==> src/rtl/i2s_tx_sequencer_pkg.sv <==
// Shared types, frame width and the slot-justification helper for the I2S transmit sequencer.
package i2s_pkg;

  typedef enum logic {
    IDLE = 1'b0,
    RUN  = 1'b1
  } state_t;

  localparam int FRAME_W = 64;

  // MSB-justify a sample (zero-extended in 'sample') inside a slot_w-bit slot.
  function automatic logic [FRAME_W/2-1:0] make_slot(input logic [FRAME_W/2-1:0] sample,
                                                      input int                  sample_w,
                                                      input int                  slot_w);
    logic [FRAME_W/2-1:0] mask;
    mask = {(FRAME_W/2){1'b1}} >> (FRAME_W/2 - sample_w);
    return (sample & mask) << (slot_w - sample_w);
  endfunction

endpackage

==> src/rtl/i2s_tx_sequencer_if.sv <==
// Stereo sample handshake between the synth mixer (master) and the I2S sequencer (slave).
interface i2s_tx_sequencer_if #(
  parameter int SAMPLE_W = 24
);
  logic                s_valid;
  logic                s_ready;
  logic [SAMPLE_W-1:0] s_left;
  logic [SAMPLE_W-1:0] s_right;

  modport master (output s_valid, output s_left, output s_right, input  s_ready);
  modport slave  (input  s_valid, input  s_left, input  s_right, output s_ready);
endinterface

==> src/rtl/i2s_tx_sequencer_frame_shreg.sv <==
// Frame shift register: sync clear, parallel load (wins over shift), zero-fill left shift, MSB out.
module i2s_frame_shreg
  import i2s_pkg::*;
#(
  parameter int W = FRAME_W
) (
  input  logic         sclk,
  input  logic         Reset,
  input  logic         load,
  input  logic [W-1:0] din,
  input  logic         shift,
  output logic         msb
);

  logic [W-1:0] q;

  // NOTE: clocked state is always written with <= so every register samples pre-edge values.
  always_ff @(posedge sclk) begin
    if (Reset) begin
      q <= '0;
    end else if (load) begin
      q <= din;
    end else if (shift) begin
      q <= {q[W-2:0], 1'b0};
    end
  end

  assign msb = q[W-1];

endmodule

==> src/rtl/i2s_tx_sequencer.sv <==
// I2S transmit sequencer: LRCLK edge detect, one-sample buffer, frame load/shift, underrun and framing monitors.
module i2s_tx_sequencer
  import i2s_pkg::*;
#(
  parameter int SAMPLE_W = 24,
  parameter int SLOT_W   = 32
) (
  input  logic                sclk,
  input  logic                Reset,
  input  logic                lrclk,
  i2s_tx_sequencer_if.slave   mix,
  output logic                sdata,
  output logic                frame_start,
  output logic [15:0]         underrun_cnt,
  output logic                framing_err
);

  localparam int FW    = 2 * SLOT_W;
  localparam int CNT_W = $clog2(FW);
  localparam logic [CNT_W-1:0] CNT_MAX  = CNT_W'(FW - 1);
  localparam logic [CNT_W-1:0] CNT_HALF = CNT_W'(SLOT_W - 1);

  state_t              state_q, state_d;
  logic                lr_q;
  logic                fall, rise;
  logic                buf_valid;
  logic [SAMPLE_W-1:0] buf_left, buf_right;
  logic                accept;
  logic                underrun;
  logic [CNT_W-1:0]    bit_cnt;
  logic [FRAME_W/2-1:0] slot_l, slot_r;
  logic [FW-1:0]       load_word;

  assign fall        = lr_q & ~lrclk;
  assign rise        = ~lr_q & lrclk;
  assign mix.s_ready = ~buf_valid | (fall & buf_valid);
  assign accept      = mix.s_valid & mix.s_ready;
  assign underrun    = fall & ~buf_valid & (state_q == RUN);

  assign slot_l    = make_slot((FRAME_W/2)'(buf_left),  SAMPLE_W, SLOT_W);
  assign slot_r    = make_slot((FRAME_W/2)'(buf_right), SAMPLE_W, SLOT_W);
  assign load_word = buf_valid ? {slot_l[SLOT_W-1:0], slot_r[SLOT_W-1:0]} : '0;

  always_ff @(posedge sclk) begin
    if (Reset) state_q <= IDLE;
    else       state_q <= state_d;
  end

  // NOTE: assigning the default first means no path leaves state_d unassigned, so no latch is inferred.
  always_comb begin
    state_d = state_q;
    if (state_q == IDLE && fall) state_d = RUN;
  end

  always_ff @(posedge sclk) begin
    if (Reset) begin
      lr_q         <= 1'b1;
      buf_valid    <= 1'b0;
      bit_cnt      <= '0;
      frame_start  <= 1'b0;
      underrun_cnt <= '0;
      framing_err  <= 1'b0;
    end else begin
      lr_q        <= lrclk;
      frame_start <= fall;

      // A fall consumes the buffer; an accept in the same cycle refills it for the next frame.
      if (accept)    buf_valid <= 1'b1;
      else if (fall) buf_valid <= 1'b0;

      if (fall)                                     bit_cnt <= '0;
      else if (state_q == RUN && bit_cnt != CNT_MAX) bit_cnt <= bit_cnt + 1'b1;

      if (underrun && underrun_cnt != 16'hFFFF) underrun_cnt <= underrun_cnt + 16'd1;

      if (state_q == RUN && ((rise && bit_cnt != CNT_HALF) || (fall && bit_cnt != CNT_MAX)))
        framing_err <= 1'b1;
    end
  end

  // NOTE: the sample payload has no reset; buf_valid alone says whether it means anything.
  always_ff @(posedge sclk) begin
    if (accept) begin
      buf_left  <= mix.s_left;
      buf_right <= mix.s_right;
    end
  end

  i2s_frame_shreg #(.W(FW)) u_shreg (
    .sclk  (sclk),
    .Reset (Reset),
    .load  (fall),
    .din   (load_word),
    .shift ((state_q == RUN) & ~fall),
    .msb   (sdata)
  );

endmodule

==> src/flat_wrapper.sv <==
// flat-port wrapper written by rule: the top's interface ports become plain ports
module i2s_tx_sequencer_flat import i2s_pkg::*;
#(
  parameter int SAMPLE_W = 24,
  parameter int SLOT_W   = 32
)
  (sclk, Reset, lrclk, sdata, frame_start, underrun_cnt, framing_err, mix_s_valid, mix_s_left, mix_s_right, mix_s_ready);
  i2s_tx_sequencer_if #(.SAMPLE_W(SAMPLE_W)) mix_i ();
  input  logic sclk;
  input  logic Reset;
  input  logic lrclk;
  output logic sdata;
  output logic frame_start;
  output logic [15:0] underrun_cnt;
  output logic framing_err;
  input wire logic [$bits(mix_i.s_valid)-1:0] mix_s_valid;
  input wire logic [$bits(mix_i.s_left)-1:0] mix_s_left;
  input wire logic [$bits(mix_i.s_right)-1:0] mix_s_right;
  output wire logic [$bits(mix_i.s_ready)-1:0] mix_s_ready;
  assign mix_i.s_valid = mix_s_valid;
  assign mix_i.s_left = mix_s_left;
  assign mix_i.s_right = mix_s_right;
  assign mix_s_ready = mix_i.s_ready;
  i2s_tx_sequencer #(.SAMPLE_W(SAMPLE_W), .SLOT_W(SLOT_W)) u_core (.sclk(sclk), .Reset(Reset), .lrclk(lrclk), .mix(mix_i), .sdata(sdata), .frame_start(frame_start), .underrun_cnt(underrun_cnt), .framing_err(framing_err));
endmodule
==> config.mk <==
export PLATFORM = sky130hd
export DESIGN_NAME = i2s_tx_sequencer_flat
export DESIGN_NICKNAME = d
export VERILOG_FILES = /design/src/rtl/i2s_tx_sequencer_pkg.sv /design/src/rtl/i2s_tx_sequencer_if.sv /design/src/rtl/i2s_tx_sequencer_frame_shreg.sv /design/src/rtl/i2s_tx_sequencer.sv /design/src/flat_wrapper.sv
export SDC_FILE = /design/constraint.sdc
export NUM_CORES = 1
export LEC_CHECK = 0
export CORE_ASPECT_RATIO = 1.4
export CORE_MARGIN = 2
export CORE_UTILIZATION = 54
export CTS_CLUSTER_DIAMETER = 30
export DETAILED_ROUTE_END_ITERATION = 10
export GPL_ROUTABILITY_DRIVEN = 0
export PLACE_DENSITY = 0.78
export SLEW_MARGIN = 20
export SYNTH_ARGS = -nofsm -noshare
export SYNTH_HDL_FRONTEND = slang
export SYNTH_SLANG_ARGS = --single-unit
==> constraint.sdc <==
create_clock -name sclk -period 2.8 [get_ports sclk]
set_clock_uncertainty 0.05 [all_clocks]
set_input_delay 0.7 -clock sclk [delete_from_list [all_inputs] [get_ports sclk]]
set_output_delay 0.7 -clock sclk [all_outputs]
set_load 0.02 [all_outputs]
==> flow_metrics.py, run 1 <==
metrics = {
    "critical_path": {
        "cp.required_ps": 2050,
        "r2r-start": "u_core.underrun_cnt[0]",
        "crit_fanout": 2,
        "cp-startpoint": "lrclk",
        "cpMaxStageDelayCell": "clkdlybuf4s50_1",
        "worstReg2RegEnd": "u_core.underrun_cnt[15]",
        "cp.depth": 4,
        "path_cells": "clkdlybuf4s50_1 -> nand2b_4 -> nand2_1 -> dlymetal6s2s_1",
        "crit_path_end_kind": "output port",
        "critPathBufInv": 2,
        "rrSetupSlack_ps": 780,
        "reg2reg_depth": 5,
        "crit_family": "buffers and inverters",
        "timing_worst_setup_path_type": "input port to output port",
        "cpPeakStageDelay_ps": 490,
        "cp.arrival_ps": 1680,
        "worstSetupEndpoint": "mix_s_ready",
        "startpoint_type": "input port",
    },
    "global_route": {
        "grt_pass1_wl_um": 16800,
        "grt_pass1_vias": 3689,
        "antenna_found_initial": 0,
        "grtUsageTotal_pct": 20.3,
        "grt_overflow_total": 0,
        "grt_max_degree": 96,
    },
    "sta": {
        "fmax_mhz": 412,
        "slew_violations": 0,
        "fin_crit_sh_pct": 86.7,
        "hold_viol": 0,
        "finalSetupViolCount": 0,
        "timing.setup.tns_ps": 0,
        "rsz0062_at_grt": "no",
        "slew_headroom_pct": 46.1,
        "worst_pin_slew_ps": 803,
        "post-route-min-period_ps": 2430,
        "whs_ps": 433,
        "finalWorstSetupSlack_ps": 371,
    },
    "yosys": {
        "synth_flop_cell": "dfxtp_1",
        "async_flop_share_pct": 0,
        "ys_seq_elements": 131,
        "synth.net_count": 551,
        "synthesis.area_um2": 5260,
        "synthCells": 497,
        "synth_edf_count": 48,
        "netlist_top_cells_count": "nor2_1, dfxtp_1, mux2i_1",
        "synth.distinct_cells": 46,
        "synth.top_cell.area_share_pct": 31.6,
        "ys_seq_area_share_pct": 59.0,
        "yosys.area.top_type": "dfxtp_1",
        "yosysMostFrequentCell": "nor2_1",
        "syn_avg_cell_area_um2": 10.6,
        "synth_area_leaders": "dfxtp_1, edfxtp_1, mux2i_1",
        "yosysWarnings": 0,
    },
    "floorplanning": {
        "chipWidth_um": 87.4,
        "die_area_um2": 10600,
        "initial_core_util_pct": 55.6,
        "die_h_um": 121,
        "io_pins": 72,
        "rows": 42,
        "core-area_um2": 9460,
    },
    "placed_design": {
        "dp_hpwl_um": 6220,
        "pre_cts_ws_ps": 29.2,
        "placed_cells": 651,
        "io_buffer_count": 71,
        "place_area_um2": 6050,
    },
    "pwr": {
        "p_int_mw": 3.57,
        "power_frac_seq_pct": 46.7,
        "p_leak_nw": 2.40,
        "ir_drop_mv": 0.487,
        "swShare_pct": 20.4,
        "power_density_nw_per_um2": 677,
        "pwr-share-clk_pct": 46.8,
        "p_sw_mw": 0.918,
        "pwr-share-comb_pct": 6.5,
    },
    "clock_tree": {
        "numCtsBuffers": 17,
        "clock_latency_ps": 410,
        "cts_tree": "done",
        "cts_buffer_depth": 2,
        "clkSinkCount": 131,
        "cts_htree_levels": 4,
        "clk_pin_slew_ps": 60,
        "root_buffer": "clkbuf_16",
        "post_cts_buffers": 0,
    },
    "hold_path": {
        "worstHoldPathType": "register to register",
    },
    "layout": {
        "final_nets": 614,
        "final_area_um2": 6620,
        "final_cells": 683,
        "diodes": 0,
        "drive_above_1_share_pct": 7.85,
        "synthToLayoutAreaGrowth_pct": 26.0,
    },
    "detailed_routing": {
        "first_pass_iters": 6,
        "drc_errors": 0,
        "antenna_left": 0,
        "num_vias": 3856,
        "drt-wirelength-per-cell_um": 14.5,
        "totalWireLength_um": 9930,
        "drt_first_iter_violations": 205,
        "avgViaCountPerCell": 5.65,
    },
    "run_status": {
        "status": "completed",
    },
    "job": {
        "drv_cap": 0,
    },
}
==> routing by layer <==
layer / global-route usage (%) / up-vias / routed length (µm)
met2: 34.3 / 99 / 5250
met4: 7.31 / 0 / 78
met1: 24.2 / 1838 / 4190
met5: 0 / - / 0
met3: 6.01 / 7 / 409
li1: - / 1912 / -
==> kinds of logic after synthesis <==
kind of cell | count (synthesis) | share of synthesized area, %
AND/OR/NAND/NOR | 173 | 15.0
flip-flops | 131 | 59.0
AO/OA/AOI/OAI | 82 | 9.78
multiplexers | 61 | 11.7
buffers and inverters | 45 | 3.45
XOR/XNOR | 3 | 0.500
adder cells (fa/ha/maj) | 2 | 0.476
==> worst min-delay path by stage <==
stage / from / slack (ps) / cells past startpoint / end
after floorplan: u_core.u_shreg.q[32] / 410 / 2 / u_core.u_shreg.q[32]
after global placement: u_core.buf_left[7] / 420 / 2 / u_core.u_shreg.q[47]
after detailed placement: u_core.buf_left[8] / 430 / 2 / u_core.u_shreg.q[48]
after CTS: u_core.buf_left[5] / 440 / 2 / u_core.u_shreg.q[45]
after global routing: u_core.buf_left[21] / 460 / 2 / u_core.u_shreg.q[61]
final: u_core.buf_left[5] / 430 / 2 / u_core.u_shreg.q[45]
==> state kept, by name (all words and copies together) (netlist names) <==
name,count
u_core.bit_cnt,6
u_core.buf_left,24
u_core.buf_right,24
u_core.buf_valid,1
u_core.frame_start,1
u_core.framing_err,1
u_core.lr_q,1
u_core.state_q,1
u_core.u_shreg.q,56
u_core.underrun_cnt,16
==> worst register-to-register path: stages, from the launching register on <==
cell	delay (ps)
dfxtp_1	400
ha_1	220
nand3_1	150
nor3_1	660
nor4_1	130
mux2_2	300
==> power by group through the flow <==
| stage | combinational [mW] | clock [mW] | sequential (mW) |
|---|---|---|---|
| 5_1_grt | 0.320 | 2.22 | 2.10 |
| 3_3_place_gp | 0.283 | 0 | 2.13 |
| 4_1_cts | 0.293 | 2.13 | 2.10 |
| 3_5_place_dp | 0.291 | 0 | 2.13 |
| 2_1_floorplan | 0.182 | 0 | 2.12 |
| 6_report | 0.290 | 2.10 | 2.10 |
==> final cells by class <==
class                   instances  area (µm²)
clock buffers                  26         489
clock inverters                 6        77.6
fillers                       703        2840
inverters                      10        37.5
multi-input cells             321        1980
flip-flops and latches        131        3110
well taps                     110         138
repair buffers                 79         793
==> layout by cell type, fill, tap and decap left out, drive strengths merged, types with 5 or more instances in the layout <==
cell           count
nor2             117
dfxtp             83
clkdlybuf4s50     69
mux2i             56
a31oi             48
edfxtp            48
clkbuf            26
a21oi             13
inv               10
nand2              9
buf                9
nand3              7
o21ai              7
o31ai              6
or4                6
nand4              5
or3                5
mux2               5
nor2b              5
==> metrics by stage <==
step | power (mW) | util [%]
2_1_floorplan | 2.30 | -
3_3_place_gp | 2.42 | 64.0
3_5_place_dp | 2.43 | 64.0
4_1_cts | 4.52 | 70.0
5_1_grt | 4.64 | 70.0
6_report | 4.49 | 70.0
==> timing repair <==
| item | 4_1_cts | 5_1_grt |
|---|---|---|
| resized for setup | 0 | 1 |
| hold buffers | 0 | 0 |
| endpoints found under the setup margin | 0 | 1 |
| hold endpoints to repair | 0 | 0 |
Power figures use the tool's default switching activity.
==> inputs of run 2 (changes only) <==
--- a/config.mk
+++ b/config.mk
@@ -11,7 +11,7 @@
 export CTS_CLUSTER_DIAMETER = 30
 export DETAILED_ROUTE_END_ITERATION = 10
 export GPL_ROUTABILITY_DRIVEN = 0
-export PLACE_DENSITY = 0.78
+export PLACE_DENSITY = 0.79
 export SLEW_MARGIN = 20
 export SYNTH_ARGS = -nofsm -noshare
 export SYNTH_HDL_FRONTEND = slang
==> flow_metrics.py, run 2 (same netlist as run 1, synthesis figures left out) <==
metrics = {
    "layout": {
        "regMostFlops": "u_core.u_shreg.q",
        "nFillCells": 691,
        "largestRegisters": "u_core.u_shreg.q x56, u_core.buf_left x24, u_core.buf_right x24",
        "diodes": 0,
        "largest_register_ffs": 56,
        "post-route-util_pct": 70.2,
        "layout_commonest_cell": "nor2_1",
        "final_cell_mix": "nor2_1, dfxtp_1, clkdlybuf4s50_1",
        "synthToLayoutAreaGrowth_pct": 26.2,
        "drive_above_1_share_pct": 8.55,
        "final_nets": 614,
    },
    "critical_path": {
        "cpMaxStageDelayCell": "clkdlybuf4s50_1",
        "crit_family": "buffers and inverters",
        "timing_worst_setup_path_type": "input port to output port",
        "crit_fanout": 2,
        "worstReg2RegEnd": "u_core.underrun_cnt[14]",
        "rrSetupSlack_ps": 780,
        "crit_path_end_kind": "output port",
        "cp.depth": 4,
        "cp.arrival_ps": 1830,
        "r2r-start": "u_core.buf_valid",
        "startpoint_type": "input port",
        "cpPeakStageDelay_ps": 500,
        "cp.required_ps": 2050,
        "path_cells": "clkdlybuf4s50_1 -> nand2b_4 -> nand2_1 -> dlygate4sd2_1",
        "reg2reg_depth": 4,
        "critPathBufInv": 2,
    },
    "clock_tree": {
        "cts_tree": "done",
        "clock_latency_ps": 410,
        "clk_pin_slew_ps": 50,
        "root_buffer": "clkbuf_16",
        "clkSinkCount": 131,
        "cts_htree_levels": 4,
        "numCtsBuffers": 17,
        "cts_buffer_depth": 2,
    },
    "global_route": {
        "grtUsageTotal_pct": 21.8,
        "grt_max_degree": 96,
        "grt_pass1_vias": 3932,
        "antenna_found_initial": 0,
        "grt_pass1_wl_um": 17900,
        "grt_overflow_total": 0,
    },
    "detailed_routing": {
        "totalWireLength_um": 10600,
        "drt-wirelength-per-cell_um": 15.6,
        "num_vias": 3916,
        "drc_errors": 0,
        "avgViaCountPerCell": 5.73,
        "antenna_left": 0,
        "drt_first_iter_violations": 208,
        "first_pass_iters": 4,
    },
    "floorplanning": {
        "io_pins": 72,
        "die_area_um2": 10600,
        "chipWidth_um": 87.4,
        "rows": 42,
        "initial_core_util_pct": 55.6,
        "core-area_um2": 9460,
        "die_h_um": 121,
    },
    "pwr": {
        "power_density_nw_per_um2": 686,
        "p_leak_nw": 2.40,
        "power.total_mw": 4.56,
        "ir_drop_mv": 0.494,
    },
    "sta": {
        "post-route-min-period_ps": 2580,
        "hold_viol": 0,
        "slew_headroom_pct": 49.6,
        "worst_pin_slew_ps": 750,
        "slew_violations": 0,
        "timing.setup.tns_ps": 0,
        "rsz0062_at_grt": "no",
        "finalSetupViolCount": 0,
        "fmax_mhz": 387,
        "finalWorstSetupSlack_ps": 218,
        "fin_crit_sh_pct": 92.2,
    },
    "hold_path": {
        "hold_end": "u_core.u_shreg.q[45]",
        "hold_start": "u_core.buf_left[5]",
        "hold_depth": 2,
        "worstHoldPathType": "register to register",
    },
    "placed_design": {
        "io_buffer_count": 71,
        "pre_cts_ws_ps": 25.3,
        "dp_hpwl_um": 6480,
    },
    "job": {
        "drv_cap": 0,
    },
    "run_status": {
        "status": "completed",
    },
}
==> run 2: cell count changes in the layout (fill, tap and decap cells not counted) <==
cell and change:
dlygate4sd2_1 +1, clkbuf_8 -2, bufinv_16 +1, clkbuf_1 -4, clkinv_2 +3, clkinvlp_4 +2, dlymetal6s2s_1 -1
==> run 2: layout make-up <==
| cell class | count | area, µm² | share of cell area, % |
|---|---|---|---|
| Inverter | 10 | 37.5 | 0.566 |
| Sequential cell | 131 | 3110 | 46.8 |
| Timing Repair Buffer | 79 | 790 | 11.9 |
| Tap cell | 110 | 138 | 2.07 |
| Clock inverter | 12 | 138 | 2.07 |
| Clock buffer | 20 | 447 | 6.73 |
| Multi-Input combinational cell | 321 | 1980 | 29.9 |
==> run 2: how the worst max path moves through the flow <==
stage | from | endpoint | slack, ps
CTS | lrclk | mix_s_ready | 240
finish | lrclk | mix_s_ready | 220
detailed placement | lrclk | mix_s_ready | 30
global route | lrclk | mix_s_ready | 200
floorplan | lrclk | u_core.buf_left[0] | 110
global placement | lrclk | mix_s_ready | 10
==> run 2: metal layers <==
metal  part of all wire, %  global-route usage [%]
met4                   1.5                    8.75
met3                   4.1                    5.80
met5                     0                       0
met2                    54                    37.4
met1                    41                    25.4
==> run 2: timing repair <==
action,4_1_cts,5_1_grt
hold endpoints to repair,0,0
resized for setup,1,0
endpoints found under the setup margin,1,0
hold buffers,0,0
buffers inserted,0,0
==> run 2: worst register-to-register path, delay by kind of cell, from the launching register on <==
family,cells,cell delay (ps)
simple gates,3,1000
mux,1,380
flops,1,480
==> run 2: where the power goes <==
group / total [mW] / switching, mW / leakage (nW) / internal [mW]
clock: 2.16 / 0.757 / 0.284 / 1.41
sequential: 2.10 / 0.0426 / 1.14 / 2.05
combinational: 0.296 / 0.153 / 0.982 / 0.142
==> run 2: stage by stage <==
stage	hold slack (ps)	cell area, µm²	instances
2_1_floorplan	410	5260	497
3_3_place_gp	421	6050	651
3_5_place_dp	429	6050	651
4_1_cts	442	6640	683
5_1_grt	469	6640	683
6_report	438	6640	683
==> inputs of run 3 (changes only) <==
--- a/config.mk
+++ b/config.mk
@@ -5,12 +5,12 @@
 export SDC_FILE = /design/constraint.sdc
 export NUM_CORES = 1
 export LEC_CHECK = 0
+export CAP_MARGIN = 5
 export CORE_ASPECT_RATIO = 1.4
 export CORE_MARGIN = 2
 export CORE_UTILIZATION = 54
 export CTS_CLUSTER_DIAMETER = 30
 export DETAILED_ROUTE_END_ITERATION = 10
-export GPL_ROUTABILITY_DRIVEN = 0
 export PLACE_DENSITY = 0.79
 export SLEW_MARGIN = 20
 export SYNTH_ARGS = -nofsm -noshare
==> results of run 3 <==
Final layout, timing and power as in run 2 (identical DEF).
